[src/rtl/jpeg_slot_sequencer_pkg.sv]
// Shared types and elaboration helpers for the JPEG slot sequencer.
package jpeg_slot_sequencer_pkg;

    typedef enum logic [2:0] {
        S_INIT = 3'd0,
        S_REQ  = 3'd1,
        S_RUN  = 3'd2,
        S_WAIT = 3'd3,
        S_HALT = 3'd4
    } state_t;

    typedef enum logic [1:0] {
        CMD_NONE = 2'd0,
        CMD_NEXT = 2'd1,
        CMD_BACK = 2'd2,
        CMD_HOME = 2'd3
    } cmd_t;

    // Ceiling log2, never below 1 so a width built from it is always legal.
    function automatic int log2(input int n);
        int w;
        w = 1;
        for (int i = 1; i < 32; i++) begin
            if ((32'd1 << i) < n) begin
                w = i + 1;
            end
        end
        return w;
    endfunction

    // Address of the last slot, built by repeated addition at elaboration.
    function automatic logic [31:0] last_addr(input logic [31:0] start,
                                              input logic [31:0] offset,
                                              input int n);
        logic [31:0] acc;
        acc = start;
        for (int i = 1; i < n; i++) begin
            acc = acc + offset;
        end
        return acc;
    endfunction

endpackage

[src/rtl/jpeg_slot_sequencer_btn_debounce.sv]
// Two-flop synchroniser, stable-level debounce counter and rising-edge pulse.
module jpeg_slot_sequencer_btn_debounce #(
    parameter logic [15:0] DEB_CYCLES = 16'd50000
) (
    input  logic r_sysclk,
    input  logic r_arstn,
    input  logic i_btn,
    output logic o_rise
);

    logic [1:0]  sync_r;
    logic [15:0] cnt_r;
    logic        level_r;
    logic        rise_r;

    // Level flips only after DEB_CYCLES consecutive samples differing from it.
    always_ff @(posedge r_sysclk or negedge r_arstn) begin
        if (!r_arstn) begin
            sync_r  <= 2'b00;
            cnt_r   <= 16'd0;
            level_r <= 1'b0;
            rise_r  <= 1'b0;
        end else begin
            sync_r <= {sync_r[0], i_btn};
            rise_r <= 1'b0;
            if (sync_r[1] == level_r) begin
                cnt_r <= 16'd0;
            end else if (cnt_r == DEB_CYCLES - 16'd1) begin
                cnt_r   <= 16'd0;
                level_r <= sync_r[1];
                rise_r  <= sync_r[1];
            end else begin
                cnt_r <= cnt_r + 16'd1;
            end
        end
    end

    assign o_rise = rise_r;

endmodule

[src/rtl/jpeg_slot_sequencer.sv]
// Selects the next JPEG slot in flash and handshakes decode requests.
// Optional auto-advance slideshow is enabled with the SLIDESHOW_EN macro.
module jpeg_slot_sequencer
    import jpeg_slot_sequencer_pkg::*;
#(
    parameter int                              SPI_FLASH_ADDR_WIDTH = 24,
    parameter int                              NUM_OF_JPG           = 32,
    parameter logic [SPI_FLASH_ADDR_WIDTH-1:0] START_ADDR           = 24'h100000,
    parameter logic [SPI_FLASH_ADDR_WIDTH-1:0] ADDR_OFFSET          = 24'h020000,
    parameter logic [15:0]                     DEB_CYCLES           = 16'd50000,
    parameter int                              ERR_SKIP_MAX         = 3
`ifdef SLIDESHOW_EN
    ,
    parameter logic [31:0]                     SLIDE_CYCLES         = 32'd100000000
`endif
) (
    input  logic                            r_sysclk,
    input  logic                            r_arstn,
    input  logic                            i_next,
    input  logic                            i_back,
    input  logic                            i_interrupt,
    input  logic                            i_lcd_init_done,
    output logic                            o_req,
    input  logic                            i_ack,
    input  logic                            i_done,
    input  logic                            i_err,
    output logic [SPI_FLASH_ADDR_WIDTH-1:0] o_addr,
    output logic [log2(NUM_OF_JPG)-1:0]     o_idx,
    output logic                            o_busy,
    output logic                            o_halt
);

    localparam int AW = SPI_FLASH_ADDR_WIDTH;
    localparam int IW = log2(NUM_OF_JPG);
    localparam logic [IW-1:0] LAST_IDX  = IW'(NUM_OF_JPG - 1);
    localparam logic [AW-1:0] LAST_ADDR = AW'(last_addr(32'(START_ADDR), 32'(ADDR_OFFSET), NUM_OF_JPG));

    logic           next_rise_s, back_rise_s, home_rise_s;
    state_t         state_r, state_s;
    cmd_t           pend_r, dir_r, ev_s, cmd_s, apply_cmd_s, dir_nxt_s;
    logic           apply_s, consume_s;
    logic [7:0]     err_r, err_s;
    logic [IW-1:0]  idx_r, idx_nxt_s;
    logic [AW-1:0]  addr_r, addr_nxt_s;
    logic           req_r, busy_r, halt_r;

    jpeg_slot_sequencer_btn_debounce #(.DEB_CYCLES(DEB_CYCLES)) u_deb_next (
        .r_sysclk(r_sysclk), .r_arstn(r_arstn), .i_btn(i_next), .o_rise(next_rise_s));
    jpeg_slot_sequencer_btn_debounce #(.DEB_CYCLES(DEB_CYCLES)) u_deb_back (
        .r_sysclk(r_sysclk), .r_arstn(r_arstn), .i_btn(i_back), .o_rise(back_rise_s));
    jpeg_slot_sequencer_btn_debounce #(.DEB_CYCLES(DEB_CYCLES)) u_deb_home (
        .r_sysclk(r_sysclk), .r_arstn(r_arstn), .i_btn(i_interrupt), .o_rise(home_rise_s));

`ifdef SLIDESHOW_EN
    logic [31:0] slide_r;
    logic        slide_hit_s;
    assign slide_hit_s = (state_r == S_WAIT) && (slide_r == SLIDE_CYCLES - 32'd1);

    // Slideshow timer: counts idle time in S_WAIT, restarts on any button event.
    always_ff @(posedge r_sysclk or negedge r_arstn) begin
        if (!r_arstn) begin
            slide_r <= 32'd0;
        end else if ((state_r == S_WAIT) && (state_s == S_WAIT) && (ev_s == CMD_NONE)) begin
            slide_r <= slide_r + 32'd1;
        end else begin
            slide_r <= 32'd0;
        end
    end
`endif

    // Merge button events and pick the command that would be applied now.
    always_comb begin
        ev_s = CMD_NONE;
        if (home_rise_s) begin
            ev_s = CMD_HOME;
        end else if (next_rise_s && !back_rise_s) begin
            ev_s = CMD_NEXT;
        end else if (back_rise_s && !next_rise_s) begin
            ev_s = CMD_BACK;
        end else begin
            ev_s = CMD_NONE;
        end
        cmd_s = CMD_NONE;
        if (ev_s != CMD_NONE) begin
            cmd_s = ev_s;
        end else if (pend_r != CMD_NONE) begin
            cmd_s = pend_r;
`ifdef SLIDESHOW_EN
        end else if (slide_hit_s) begin
            cmd_s = CMD_NEXT;
`endif
        end else begin
            cmd_s = CMD_NONE;
        end
    end

    // Next-state logic; an error retries one slot further in the last direction.
    always_comb begin
        state_s     = state_r;
        apply_s     = 1'b0;
        consume_s   = 1'b0;
        apply_cmd_s = cmd_s;
        err_s       = err_r;
        case (state_r)
            S_INIT: begin
                if (i_lcd_init_done) begin
                    state_s = S_REQ;
                end else begin
                    state_s = S_INIT;
                end
            end
            S_REQ: begin
                if (i_ack) begin
                    state_s = S_RUN;
                end else begin
                    state_s = S_REQ;
                end
            end
            S_RUN: begin
                if (i_err) begin
                    err_s = err_r + 8'd1;
                    if (err_r + 8'd1 == 8'(ERR_SKIP_MAX)) begin
                        state_s = S_HALT;
                    end else begin
                        apply_s     = 1'b1;
                        apply_cmd_s = dir_r;
                        state_s     = S_REQ;
                    end
                end else if (i_done) begin
                    err_s = 8'd0;
                    if (cmd_s != CMD_NONE) begin
                        apply_s   = 1'b1;
                        consume_s = 1'b1;
                        state_s   = S_REQ;
                    end else begin
                        state_s = S_WAIT;
                    end
                end else begin
                    state_s = S_RUN;
                end
            end
            S_WAIT, S_HALT: begin
                if (cmd_s != CMD_NONE) begin
                    err_s     = 8'd0;
                    apply_s   = 1'b1;
                    consume_s = 1'b1;
                    state_s   = S_REQ;
                end else begin
                    state_s = state_r;
                end
            end
            default: begin
                state_s = S_INIT;
            end
        endcase
        if (!i_lcd_init_done) begin
            state_s   = S_INIT;
            apply_s   = 1'b0;
            consume_s = 1'b0;
            err_s     = err_r;
        end else begin
            state_s = state_s;
        end
    end

    // Slot arithmetic by increment/decrement with wrap; no multiplier needed.
    always_comb begin
        idx_nxt_s  = idx_r;
        addr_nxt_s = addr_r;
        dir_nxt_s  = dir_r;
        case (apply_cmd_s)
            CMD_NEXT: begin
                dir_nxt_s = CMD_NEXT;
                if (idx_r == LAST_IDX) begin
                    idx_nxt_s  = {IW{1'b0}};
                    addr_nxt_s = START_ADDR;
                end else begin
                    idx_nxt_s  = idx_r + IW'(1);
                    addr_nxt_s = addr_r + ADDR_OFFSET;
                end
            end
            CMD_BACK: begin
                dir_nxt_s = CMD_BACK;
                if (idx_r == {IW{1'b0}}) begin
                    idx_nxt_s  = LAST_IDX;
                    addr_nxt_s = LAST_ADDR;
                end else begin
                    idx_nxt_s  = idx_r - IW'(1);
                    addr_nxt_s = addr_r - ADDR_OFFSET;
                end
            end
            CMD_HOME: begin
                dir_nxt_s  = CMD_NEXT;
                idx_nxt_s  = {IW{1'b0}};
                addr_nxt_s = START_ADDR;
            end
            default: begin
                idx_nxt_s = idx_r;
            end
        endcase
    end

    // State, pending command, slot and registered outputs.
    always_ff @(posedge r_sysclk or negedge r_arstn) begin
        if (!r_arstn) begin
            state_r <= S_INIT;
            pend_r  <= CMD_NONE;
            dir_r   <= CMD_NEXT;
            err_r   <= 8'd0;
            idx_r   <= {IW{1'b0}};
            addr_r  <= START_ADDR;
            req_r   <= 1'b0;
            busy_r  <= 1'b0;
            halt_r  <= 1'b0;
        end else begin
            state_r <= state_s;
            err_r   <= err_s;
            if (consume_s) begin
                pend_r <= CMD_NONE;
            end else if (ev_s != CMD_NONE) begin
                pend_r <= ev_s;
            end else begin
                pend_r <= pend_r;
            end
            if (apply_s) begin
                idx_r  <= idx_nxt_s;
                addr_r <= addr_nxt_s;
                dir_r  <= dir_nxt_s;
            end else begin
                idx_r  <= idx_r;
            end
            req_r  <= (state_s == S_REQ);
            busy_r <= (state_s == S_REQ) || (state_s == S_RUN);
            halt_r <= (state_s == S_HALT);
        end
    end

    assign o_req  = req_r;
    assign o_busy = busy_r;
    assign o_halt = halt_r;
    assign o_addr = addr_r;
    assign o_idx  = idx_r;

endmodule

[config.mk]
export PLATFORM = sky130hd
export DESIGN_NAME = jpeg_slot_sequencer
export DESIGN_NICKNAME = d
export VERILOG_FILES = /design/src/rtl/jpeg_slot_sequencer_pkg.sv /design/src/rtl/jpeg_slot_sequencer_btn_debounce.sv /design/src/rtl/jpeg_slot_sequencer.sv
export SDC_FILE = /design/constraint.sdc
export NUM_CORES = 1
export LEC_CHECK = 0
export CAP_MARGIN = 20
export CELL_PAD_IN_SITES_DETAIL_PLACEMENT = 0
export CELL_PAD_IN_SITES_GLOBAL_PLACEMENT = 1
export CORE_MARGIN = 4
export CORE_UTILIZATION = 41
export DETAILED_ROUTE_END_ITERATION = 6
export MAX_ROUTING_LAYER = met4
export PLACE_DENSITY_LB_ADDON = 0.1
export SYNTH_ARGS = -nofsm -noshare
export SYNTH_HDL_FRONTEND = slang
export SYNTH_SLANG_ARGS = --single-unit
[constraint.sdc]
create_clock -name r_sysclk -period 2.6 [get_ports r_sysclk]
set_input_delay 0.52 -clock r_sysclk [delete_from_list [all_inputs] [get_ports r_sysclk]]
set_output_delay 0.52 -clock r_sysclk [all_outputs]
set_load 0.01 [all_outputs]
==> results.sh <==
export IMPL_dieArea_um2=13320
export IMPL_tightest_slew_ns=0.5131
export IMPL_worstSetupStartpointType="register"
export IMPL_htree_levels=3
export IMPL_critPathSlowestCell="or4_1"
export IMPL_antenna_left=0
export IMPL_nFillCells=1046
export IMPL_p_per_area_nw_per_um2=633.4
export IMPL_synth_mux_area_share_pct=1.666
export IMPL_clkSinkCount=90
export IMPL_period_share_pct=97.29
export IMPL_nets=564
export IMPL_layout_min_cycle_time_ns=2.530
export IMPL_netlist_area_leader_share_pct=46.54
export IMPL_slew_headroom_pct=65.71
export IMPL_diodes=0
export IMPL_required_ns=2.88
export IMPL_grt_max_degree=91
export IMPL_die_w_um=115.4
export IMPL_avgSynthCellArea_um2=9.483
export IMPL_start_util_pct=42.72
export IMPL_die_h_um=115.4
export IMPL_rr_endpoint="o_addr[23]"
export IMPL_power_mw=3.494
export IMPL_cap_violations=0
export IMPL_hold_buffers=0
export IMPL_fmax_mhz=395.3
export IMPL_yosys_top_cells_area="dfrtp_1, nor2_1, xnor2_1"
export IMPL_routed_wl_um=9736
export IMPL_synthArstFlopShare_pct=100.0
export IMPL_grt_pass1_wl_um=16780
export IMPL_yosys_warnings=0
export IMPL_max_stage_delay_ns=0.51
export IMPL_place_gp_congestion=0.7977
export IMPL_reg2reg_slack_ns=0.07
export IMPL_root_buffer="clkbuf_16"
export IMPL_synthTopCellsByCount="dfrtp_1, nor2_1, nand2_1"
export IMPL_synth_top_flop_cell="dfrtp_1"
export IMPL_synth_seq_cells=90
export IMPL_via_count=3620
export IMPL_yosysUniqueCellTypes=57
export IMPL_instances_no_fill=690
export IMPL_synth_edff_count=0
export IMPL_synth_top_family_by_area="simple AND/OR/NAND/NOR gates"
export IMPL_peakVddDrop_uv=396.7
export IMPL_r2r_cells=9
export IMPL_track_usage_pct=16.27
export IMPL_core_area_um2=11080
export IMPL_clk_path_buf_depth=2
export IMPL_synth_compound_area_share_pct=11.61
export IMPL_finalSetupTns_ns=0
export IMPL_synthAdderAreaFrac_pct=3.067
export IMPL_r2r_start="err_r[0]"
export IMPL_critPathMaxFanout=6
export IMPL_grt_pass1_vias=3571
export IMPL_ios=41
export IMPL_syn_area_um2=4732
export IMPL_io_buffers=23
export IMPL_wl_per_cell_um=14.11
export IMPL_path_cells="ha_2 -> and3_1 -> o2111ai_2 -> a2111oi_4 -> buf_4 -> o32a_1 -> or4_1 -> a22o_1 -> nand3_1"
export IMPL_cts_buffers=9
export IMPL_final_cell_area_um2=5517
export IMPL_drive_gt1_share_pct=10.36
export IMPL_antenna_found_initial=0
export IMPL_leakage_nw=2.431
export IMPL_ys_seq_area_share_pct=47.65
export IMPL_areaGrowthSynthToFinish_pct=16.58
export IMPL_drc=0
export IMPL_path_class="reg -> reg"
export IMPL_rows=38
export IMPL_crit_arrival_ns=2.81
export IMPL_post_route_util_pct=49.80
export IMPL_dpl_cell_count=672
export IMPL_clock_latency_ns=0.35
export IMPL_grt_overflow=0
export IMPL_slew_violations=0
export IMPL_yosys_area_share_simple_pct=22.61
export IMPL_yosysTopAreaCell="dfrtp_1"
export IMPL_drt_first_iter_violations=179
export IMPL_synth_most_common_cell="dfrtp_1"
export IMPL_synth_xor_area_share_pct=8.144
export IMPL_hold_violations=0
export IMPL_finalSetupViolations=0
export IMPL_drtPass1Iterations=4
export IMPL_hold_class="in -> async"
export IMPL_status="finished clean"
export IMPL_cts_reportedPaths_clkPinSlew_ns=0.07
export IMPL_vias_per_cell=5.246
export IMPL_cp_end_kind="register"
export IMPL_cts_tree="yes"
export IMPL_netlist_instances=499
export IMPL_skew_ns=0.009829
export IMPL_place_area_um2=5209
export IMPL_dp_hpwl_um=6679
area by class of cell:
cell class / instances / area, µm² / share of cell area, %
clock buffers: 10 / 229.0 / 4.151
well taps: 140 / 175.2 / 3.175
clock inverters: 6 / 50.05 / 0.9072
flip-flops and latches: 90 / 2255 / 40.87
inverters: 17 / 63.81 / 1.157
repair buffers: 46 / 437.9 / 7.938
multi-input cells: 381 / 2306 / 41.80
worst max path at each step:
stage | cells past startpoint | slack (ns) | from | end
CTS | 8 | 0.02 | err_r[1] | o_idx[2]
finish | 9 | 0.07 | err_r[0] | o_addr[23]
floorplan | 8 | 0.12 | err_r[4] | o_idx[1]
global placement | 8 | 0.02 | i_err | o_addr[23]
detailed placement | 8 | -0.03 | i_err | o_addr[23]
global route | 9 | -0.02 | err_r[0] | o_addr[23]
cell usage in the layout, fill, tap and decap left out, types with 4 or more instances in the layout:
cell	n
a21oi_1	17
a22oi_1	6
and3_1	20
buf_4	21
clkbuf_16	9
clkdlybuf4s50_1	22
conb_1	17
dfrtp_1	88
ha_1	9
inv_1	17
nand2_1	31
nand2b_1	6
nand3_1	27
nand4_1	12
nor2_1	81
nor2b_1	7
nor3_1	11
nor3b_1	4
o21ai_0	21
o22ai_1	4
xnor2_1	23
xor2_1	21
per-stage QoR:
step | hold WS [ns] | setup WS (ns)
2_1_floorplan | 0.2244 | 0.1201
3_3_place_gp | 0.3363 | 0.01715
3_5_place_dp | 0.3356 | -0.03034
4_1_cts | 0.2307 | 0.02194
5_1_grt | 0.2560 | -0.02122
6_report | 0.2053 | 0.07047
per-layer routing:
metal  vias up  GRT usage (%)  share of wire (%)
met1      1742          20.92                 48
met2        56          25.15                 47
met4         0          5.399                1.2
li1       1808              -                  -
met5         -              -                  0
met3        14          4.230                3.5
state kept, by name (all words and copies together) (netlist names), 2 cells and up:
register           count
u_deb_back.sync_r      2
pend_r                 2
err_r                  8
dir_r                  2
u_deb_back.cnt_r      16
o_addr                 7
u_deb_next.sync_r      2
u_deb_next.cnt_r      16
o_idx                  5
u_deb_home.sync_r      2
state_r                3
u_deb_home.cnt_r      16
worst max-delay path: cells and delay by family, from the launching register on:
family                     cells  cell delay, ns
AOI/OAI and AO/OA              4            0.94
DFF                            1            0.40
and+or+nand+nor                3            0.73
adders and majority gates      1            0.23
buffers and inverters          1            0.16
power breakdown:
part / internal, mW / switching (mW) / total [mW]
Combinational: 0.310 / 0.351 / 0.661
Clock: 0.660 / 0.581 / 1.24
Sequential: 1.49 / 0.0966 / 1.59
kinds of logic after synthesis:
| kind of cell | Yosys count |
|---|---|
| xor gates and xnor gates | 44 |
| AOI/OAI and AO/OA | 81 |
| muxes | 7 |
| and+or+nand+nor | 220 |
| DFF | 90 |
| other | 1 |
| buffers and inverters | 44 |
| adders and majority gates | 12 |
what timing repair did:
action	4_1_cts	5_1_grt
resized for setup	0	3
setup endpoints to repair	0	11
hold endpoints to repair	0	0
buffers inserted	0	2
(Power assumes the default switching activity.)
